### src/rtl/riscv_lsu_pkg.sv
// Shared encodings and lane helpers for the riscv_lsu load/store sequencer.
// Imported by the top and its load-alignment sub-module.
package riscv_lsu_pkg;

    localparam logic [2:0] LDST_B  = 3'd0;
    localparam logic [2:0] LDST_H  = 3'd1;
    localparam logic [2:0] LDST_W  = 3'd2;
    localparam logic [2:0] LDST_BU = 3'd4;
    localparam logic [2:0] LDST_HU = 3'd5;

    typedef enum logic [1:0] {
        IDLE,
        ACCESS,
        DONE
    } lsu_state_t;

    // Sizes 3, 6 and 7 are illegal and are reported together with misalignment.
    function automatic logic lsu_legal(input logic [2:0] size, input logic [1:0] off);
        case (size)
            LDST_B, LDST_BU: return 1'b1;
            LDST_H, LDST_HU: return ~off[0];
            LDST_W:          return off == 2'b00;
            default:         return 1'b0;
        endcase
    endfunction

    function automatic logic [3:0] lsu_store_be(input logic       we,
                                                input logic [2:0] size,
                                                input logic [1:0] off);
        if (!we) return 4'b1111;
        case (size)
            LDST_B, LDST_BU: return 4'b0001 << off;
            LDST_H, LDST_HU: return off[1] ? 4'b1100 : 4'b0011;
            default:         return 4'b1111;
        endcase
    endfunction

    function automatic logic [31:0] lsu_store_wd(input logic [2:0] size, input logic [31:0] wd);
        case (size)
            LDST_B, LDST_BU: return {4{wd[7:0]}};
            LDST_H, LDST_HU: return {2{wd[15:0]}};
            default:         return wd;
        endcase
    endfunction

endpackage

### src/rtl/riscv_lsu_load_align.sv
// Extracts the addressed byte/half lane from a memory word and extends it
// to 32 bits (signed for B/H, zero for BU/HU, word passed through).
module lsu_load_align
    import riscv_lsu_pkg::*;
(
    input  logic [31:0] word_i,
    input  logic [2:0]  size_i,
    input  logic [1:0]  off_i,
    output logic [31:0] data_o
);

    logic [7:0]  byte_lane;
    logic [15:0] half_lane;

    // NOTE: every combinational output gets a default first so no latch is inferred.
    always_comb begin
        data_o    = word_i;
        byte_lane = word_i[{off_i, 3'b000} +: 8];
        half_lane = off_i[1] ? word_i[31:16] : word_i[15:0];
        case (size_i)
            LDST_B:  data_o = {{24{byte_lane[7]}}, byte_lane};
            LDST_BU: data_o = {24'd0, byte_lane};
            LDST_H:  data_o = {{16{half_lane[15]}}, half_lane};
            LDST_HU: data_o = {16'd0, half_lane};
            default: data_o = word_i;
        endcase
    end

endmodule

### src/rtl/riscv_lsu.sv
// Load/store sequencer: checks alignment, drives a word-addressed memory with
// byte enables, waits for ready with a timeout, and owns the core stall.
module riscv_lsu
    import riscv_lsu_pkg::*;
#(
    parameter int unsigned TIMEOUT_CYCLES = 16,
    parameter int unsigned ADDR_W         = 32
) (
    input  logic              clk_i,
    input  logic              rst_i,
    input  logic              core_req_i,
    input  logic              core_we_i,
    input  logic [2:0]        core_size_i,
    input  logic [ADDR_W-1:0] core_addr_i,
    input  logic [31:0]       core_wd_i,
    output logic [31:0]       core_rd_o,
    output logic              core_stall_o,
    output logic              core_misalign_o,
    output logic              core_bus_err_o,
    output logic              mem_req_o,
    output logic              mem_we_o,
    output logic [3:0]        mem_be_o,
    output logic [ADDR_W-1:0] mem_addr_o,
    output logic [31:0]       mem_wd_o,
    input  logic [31:0]       mem_rd_i,
    input  logic              mem_ready_i
);

    localparam int unsigned      CNT_W    = $clog2(TIMEOUT_CYCLES + 1);
    localparam logic [CNT_W-1:0] CNT_LAST = CNT_W'(TIMEOUT_CYCLES - 1);

    lsu_state_t         state_q, state_d;
    logic [CNT_W-1:0]   cnt_q, cnt_d;
    logic               we_q, we_d;
    logic [2:0]         size_q, size_d;
    logic [1:0]         off_q, off_d;
    logic [ADDR_W-3:0]  waddr_q, waddr_d;
    logic [31:0]        wd_q, wd_d;
    logic [3:0]         be_q, be_d;
    logic [31:0]        rd_q, rd_d;
    logic               misalign_q, misalign_d;
    logic               bus_err_q, bus_err_d;
    logic [31:0]        load_data;

    lsu_load_align u_load_align (
        .word_i (mem_rd_i),
        .size_i (size_q),
        .off_i  (off_q),
        .data_o (load_data)
    );

    always_comb begin
        state_d    = state_q;
        cnt_d      = cnt_q;
        we_d       = we_q;
        size_d     = size_q;
        off_d      = off_q;
        waddr_d    = waddr_q;
        wd_d       = wd_q;
        be_d       = be_q;
        rd_d       = rd_q;
        misalign_d = misalign_q;
        bus_err_d  = bus_err_q;
        case (state_q)
            IDLE: begin
                if (core_req_i) begin
                    if (lsu_legal(core_size_i, core_addr_i[1:0])) begin
                        we_d    = core_we_i;
                        size_d  = core_size_i;
                        off_d   = core_addr_i[1:0];
                        waddr_d = core_addr_i[ADDR_W-1:2];
                        wd_d    = lsu_store_wd(core_size_i, core_wd_i);
                        be_d    = lsu_store_be(core_we_i, core_size_i, core_addr_i[1:0]);
                        cnt_d   = '0;
                        state_d = ACCESS;
                    end else begin
                        misalign_d = 1'b1;
                        rd_d       = '0;
                        state_d    = DONE;
                    end
                end
            end
            ACCESS: begin
                cnt_d = cnt_q + 1'b1;
                // Ready takes priority over a timeout landing in the same cycle.
                if (mem_ready_i) begin
                    rd_d    = we_q ? '0 : load_data;
                    state_d = DONE;
                end else if (cnt_q == CNT_LAST) begin
                    bus_err_d = 1'b1;
                    rd_d      = '0;
                    state_d   = DONE;
                end
            end
            DONE: begin
                misalign_d = 1'b0;
                bus_err_d  = 1'b0;
                cnt_d      = '0;
                state_d    = IDLE;
            end
            default: state_d = IDLE;
        endcase
    end

    // NOTE: sequential state uses non-blocking assignments so all flops update together.
    always_ff @(posedge clk_i or posedge rst_i) begin
        if (rst_i) begin
            state_q    <= IDLE;
            cnt_q      <= '0;
            we_q       <= 1'b0;
            size_q     <= '0;
            off_q      <= '0;
            waddr_q    <= '0;
            wd_q       <= '0;
            be_q       <= '0;
            rd_q       <= '0;
            misalign_q <= 1'b0;
            bus_err_q  <= 1'b0;
        end else begin
            state_q    <= state_d;
            cnt_q      <= cnt_d;
            we_q       <= we_d;
            size_q     <= size_d;
            off_q      <= off_d;
            waddr_q    <= waddr_d;
            wd_q       <= wd_d;
            be_q       <= be_d;
            rd_q       <= rd_d;
            misalign_q <= misalign_d;
            bus_err_q  <= bus_err_d;
        end
    end

    assign core_rd_o       = rd_q;
    assign core_stall_o    = core_req_i && (state_q != DONE);
    assign core_misalign_o = misalign_q;
    assign core_bus_err_o  = bus_err_q;
    assign mem_req_o       = (state_q == ACCESS);
    assign mem_we_o        = we_q;
    assign mem_be_o        = be_q;
    assign mem_addr_o      = {waddr_q, 2'b00};
    assign mem_wd_o        = wd_q;

endmodule

### config.mk
export PLATFORM = sky130hd
export DESIGN_NAME = riscv_lsu
export DESIGN_NICKNAME = d
export VERILOG_FILES = /design/src/rtl/riscv_lsu_pkg.sv /design/src/rtl/riscv_lsu_load_align.sv /design/src/rtl/riscv_lsu.sv
export SDC_FILE = /design/constraint.sdc
export NUM_CORES = 1
export LEC_CHECK = 0
export ABC_CLOCK_PERIOD_IN_PS = 4600
export BUFFER_PORTS_ARGS = -buffer_cell sky130_fd_sc_hd__buf_2
export CORE_MARGIN = 3
export CORE_UTILIZATION = 45
export DETAILED_ROUTE_END_ITERATION = 8
export GPL_TIMING_DRIVEN = 0
export PLACE_DENSITY = 0.74
export SYNTH_ARGS = -nofsm -noshare
export SYNTH_HDL_FRONTEND = slang
export SYNTH_SLANG_ARGS = --single-unit
### constraint.sdc
create_clock -name clk_i -period 4.6 [get_ports clk_i]
set_clock_uncertainty 0.15 [all_clocks]
set_input_delay 0.23 -clock clk_i [delete_from_list [all_inputs] [get_ports clk_i]]
set_output_delay 0.23 -clock clk_i [all_outputs]
set_load 0.02 [all_outputs]
; Yosys cells after proc, flatten, opt, wreduce, memory -nomap -nowiden
; Index checks and enable logic that the tools add are counted.
[totals]
ff_bits = 113
inputBits = 104
out_inout_bits = 105
elab_cells = 83
[classes]
n_addsub = 1
eq_ne = 17
shifts = 2
n_mux = 34
bitwise_logic = 1
reduce_logical = 17
[ops]
columns = cell, count
row1 = $mux W32, 5
row2 = $pmux W32 S2, 2
row3 = $pmux W32 S4, 1
row4 = $shiftx A32 B6 Y8, 1
row5 = $mux W16, 1
row6 = $pmux W5 S3, 1
row7 = $eq A3 B3 Y1 const B, 4
row8 = $mux W4, 3
row9 = $reduce_and A3 Y1, 4
row10 = $mux W1, 10
row11 = $mux W5, 2
row12 = $ne A2 B2 Y1 const B, 5
row13 = $mux W2, 4
row14 = $pmux W4 S2, 1
row15 = $eq A3 B1 Y1 const B, 2
row16 = $logic_not A3 Y1, 2
row17 = $reduce_bool A2 Y1, 3
row18 = $add A5 B1 Y5 const B, 1
row19 = $eq A5 B4 Y1 const B, 1
row20 = $logic_not A2 Y1, 2
row21 = $pmux W1 S2, 2
row22 = $pmux W2 S2, 1
row23 = $reduce_and A4 Y1, 1
row24 = $reduce_or A2 Y1, 2
row25 = other kinds (11), 11

; Logic depth before layout (Yosys ltp)
[logic_depth]
ltp_word = 9
mapped_depth = 9
depth_no_buf = 7

; Modules after synthesis
; A second synthesis with hierarchy kept.
[unflattened]
cells_unflattened = 566
area_unflattened_um2 = 5664.2
[modules_own_cells]
columns = module, n_inst, cells_per_inst, area_each_um2, seq_area_each_um2
row1 = riscv_lsu, 1, 470, 4818.4, 2827.7
row2 = lsu_load_align, 1, 96, 845.8, 0.0

; Least setup slack after synthesis
; Ideal clock, no wire load.
[synth_timing]
path_type = reg2reg
start = reg cnt_q[0]
end = reg rd_q[10] (netlist: core_rd_o[10])
setup_time_ns = 0.125
t_arrival_ns = 2.160
required_ns = 4.325
path_slack_ns = 2.165
path_stages_with_launch = 9
n_path_buf = 1
period_less_slack_ns = 2.435
cell_sequence = dfrtp_1 -> ha_1 -> and3_1 -> ha_1 -> or3b_2 -> o211a_1 -> nand2_2 -> buf_6 -> mux2_2
[synth_via]
elab_chain_cells = 3
[synth_rtl]
columns = element, line
row1 = start: declaration, riscv_lsu.sv:33  ; logic [CNT_W-1:0] cnt_q, cnt_d;
row2 = start signal: assignment, riscv_lsu.sv:121  ; cnt_q <= cnt_d;
row3 = $eq A5 B4 Y1, riscv_lsu.sv:89  ; end else if (cnt_q == CNT_LAST) begin
row4 = $ne A3 B1 Y1 (no source line), --
row5 = $reduce_and A4 Y1 (no source line), --
row6 = end signal: assignment, riscv_lsu.sv:128  ; rd_q <= rd_d;
row7 = end: declaration, riscv_lsu.sv:40  ; logic [31:0] rd_q, rd_d;
; Every way passes these cells.
; A chain may end at the register's enable or synchronous reset.

; Final worst setup path
[layout_timing]
start = reg cnt_q[0]
end = reg rd_q[6] (netlist: core_rd_o[6])
; The elaborated chain is that of the path after synthesis.

==> metrics.md <==
| Metric | Value |
|---|---|
| Startpoint types | flip-flop |
| YS warnings | 0 |
| Site row count | 39 |
| Int Pwr | 3060 uW |
| Setup crit end | core_rd_o[6] |
| Mapped Area | 0.00547 sq mm |
| Worst-path clk slew | 0.05 ns |
| Share of layout cells above drive strength 1 | 32.1% |
| Worst Setup SP | cnt_q[0] |
| Area growth from synthesis to layout | 49.1% |
| RSZ-0062 raised after global routing | false |
| Starting DRT DRC Count | 375 |
| H-tree depth | 4 |
| All-Layer GR Usage | 28.9% |
| Design Power | 5090 uW |
| Maxcap violations | 0 |
| Io pins | 209 |
| R2R Setup Slk | 1.99 ns |
| VDD IR max | 0.465 mV |
| Drt total wl | 19100 um |
| Slack of the critical path | 1.99 ns |
| Required @ worst endpoint | 4.75 ns |
| Final HPWL from detailed placement | 12400 um |
| CTS tree | done |
| Layout Nets | 989 |
| Cells on worst reg2reg path | 8 |
| Clk_lat worst skew | 0.41 ns |
| Seq cells post-synth | 113 |
| Flop pwr share | 31.2% |
| Sink Count | 113 |
| Comb power frac | 40.4% |
| Die Area | 0.0135 sq mm |
| Crit path max fanout | 10 |
| Period utilization | 56.8% |
| Min Tclk post-route | 2.61 ns |
| Top FF cell, synth | dfrtp_1 |
| Hold slack | 0.0107 ns |
| Critical Path AT | 2.76 ns |
| Yosys cell types | 54 |
| First drt pass iteration count | 5 |
| Sw power | 2030 uW |
| Finished Cell Area | 0.00816 sq mm |
| Final Max Slew Viols | 0 |
| Hold Violations, Final | 0 |
| Initial core utilization | 46.9% |
| Lkg Pwr | 0.00429 uW |
| Vias/cell | 5.47 |
| Fill cells | 820 |
| Via Count | 5668 |
| Number of synthesized flops with an enable pin | 0 |
| GP Congestion | 0.959 |
| Total congestion overflow | 0 |
| Placed Area | 0.00670 sq mm |
| Cell chosen for the clock root | clkbuf_16 |
| Antenna viol nets, final | 0 |
| RR Startpoint | cnt_q[0] |
| Switching portion of total power | 39.9% |
| Global-route wire length before repair | 29800 um |
| Vias in the first global route | 5866 |
| Tightest Pin Transition | 0.979 ns |
| PD cells | 625 mW/mm^2 |
| Largest net degree at the start of global routing | 61 |
| Clock share of power | 28.4% |
| Post_cts resized | 0 |
| Residual DRC | 0 |
| Relative slew slack | 34.5% |
| Cts bufs inserted | 17 |
| Initial antenna violation count | 0 |
| Post-Syn Area per Cell | 9.51 sq um |
| Die width | 116 um |
| Reg-to-Reg End | core_rd_o[6] |
| Fmax achieved | 0.383 GHz |
| Worst Setup Path Type | flip-flop to flip-flop |
| Clock Path Buffers | 2 |
| Fraction of registers with async set/reset | 100% |
| Port-buffer cells | 203 |
| Die Ht | 116 um |
| Core area | 0.0117 sq mm |
| Worst hold path type | input port to flip-flop |
| Register area share after synthesis | 51.7% |
| Status | complete, no violations |
| Finish-stage setup viols | 0 |
| Routed len/inst | 18.4 um |
| Hold Crit Start | core_req_i |
| Post-Synthesis Cells | 575 |
| Worst setup EP type | flip-flop |
| Pre-CTS setup slack | 2.00 ns |
==> stage by stage <==
stage               util [%]  TNS (ns)  cells
global route            69.9         0   1035
CTS                     69.9         0   1035
detailed placement      57.4         0    923
finish                  69.9         0   1036
global placement        57.2    -0.562    922
floorplan                  -         0    576
==> placed cells by master (no fill, tap or decap), drive strengths merged, types with 7 or more instances in the layout <==
cell / instances
buf: 232
nand2: 168
dfrtp: 113
dlygate4sd3: 81
o21ai: 49
nor2: 34
clkbuf: 32
mux2i: 30
a21oi: 22
o2bb2ai: 18
inv: 17
mux2: 16
nor2b: 8
nand2b: 7
a211oi: 7
==> logic make-up (layout without fill, tap and decap cells) <==
| kind of cell | Yosys count | count (layout) | synth area share [%] |
|---|---|---|---|
| other | 1 | 3 | 0.0686 |
| muxes | 47 | 47 | 9.19 |
| buffers and inverters | 56 | 372 | 5.12 |
| and+or+nand+nor | 230 | 230 | 17.7 |
| DFF | 113 | 113 | 51.7 |
| AOI/OAI and AO/OA | 123 | 123 | 15.1 |
| adders and majority gates | 5 | 5 | 1.14 |
==> flip-flops by register name (all words and copies together) (netlist names), 2 cells and up <==
signal / count
off_q: 2
waddr_q: 30
size_q: 3
cnt_q: 5
core_rd_o: 32
state_q: 2
mem_be_o: 4
mem_wd_o: 32
==> power by group through the flow <==
stage	sequential, uW	combinational (uW)	clock (uW)
6_report	1590	2060	1440
5_1_grt	1630	2240	1510
4_1_cts	1570	2030	1460
3_5_place_dp	1570	1970	0
3_3_place_gp	1560	1920	0
2_1_floorplan	1970	873	0
==> cells in the mapped netlist, types with 2 or more instances <==
master	n	area share (%)
nand2_1	167	11
dfrtp_1	113	52
o21ai_0	46	4.2
nor2_1	34	2.3
mux2i_1	30	5.5
a21oi_1	20	1.8
buf_2	19	1.7
o2bb2ai_1	18	2.9
inv_1	17	1.2
mux2_2	13	2.7
clkbuf_1	10	0.69
nor2b_1	8	0.91
a211oi_1	7	0.96
nand2b_1	7	0.80
ha_1	5	1.1
o22ai_1	5	0.57
buf_4	4	0.55
buf_6	4	0.82
o32ai_1	4	0.64
a32o_1	3	0.55
mux2_1	3	0.62
a21oi_2	2	0.32
and2_1	2	0.23
o211a_1	2	0.37
o221ai_1	2	0.32
o31ai_1	2	0.27
==> routing by layer <==
metal	wire length (um)	track usage, %	vias up
met5	0	0	-
met4	630	13.0	0
met3	1710	9.79	65
met2	9480	47.7	333
met1	7270	34.1	2705
li1	-	-	2565
==> worst min path at each step <==
stage / cells after the start / to / slack [ns]
after floorplan: 2 / mem_wd_o[0] / 0.19
after global placement: 3 / waddr_q[4] / 0.27
final: 3 / state_q[0] / 0.01
after CTS: 3 / mem_wd_o[14] / 0.003
after detailed placement: 2 / mem_wd_o[30] / 0.23
after global routing: 2 / off_q[0] / 0.02
==> final cells by class <==
class                   count  area (sq um)  area share (%)
inverters                  17          66.3           0.813
flip-flops and latches    113          2830            34.7
clock inverters            10           183            2.24
repair buffers            285          1850            22.7
plain buffers              39           216            2.65
diodes                      1          2.50          0.0307
multi-input cells         407          2370            29.0
well taps                 143           179            2.19
clock buffers              21           460            5.65
==> worst max-delay path, cell delays in order (launching register included) <==
cell     delay [ns]
dfrtp_1        0.40
ha_1           0.23
and3_1         0.19
ha_1           0.19
or3b_2         0.47
o211a_1        0.21
nand2_2        0.14
buf_6          0.17
mux2_2         0.35
==> repair_timing <==
action,CTS,global route
hold endpoints to repair,133,0
hold buffers,81,0
setup buffers,0,0
Note: power is estimated with default switching activity, not from simulation.
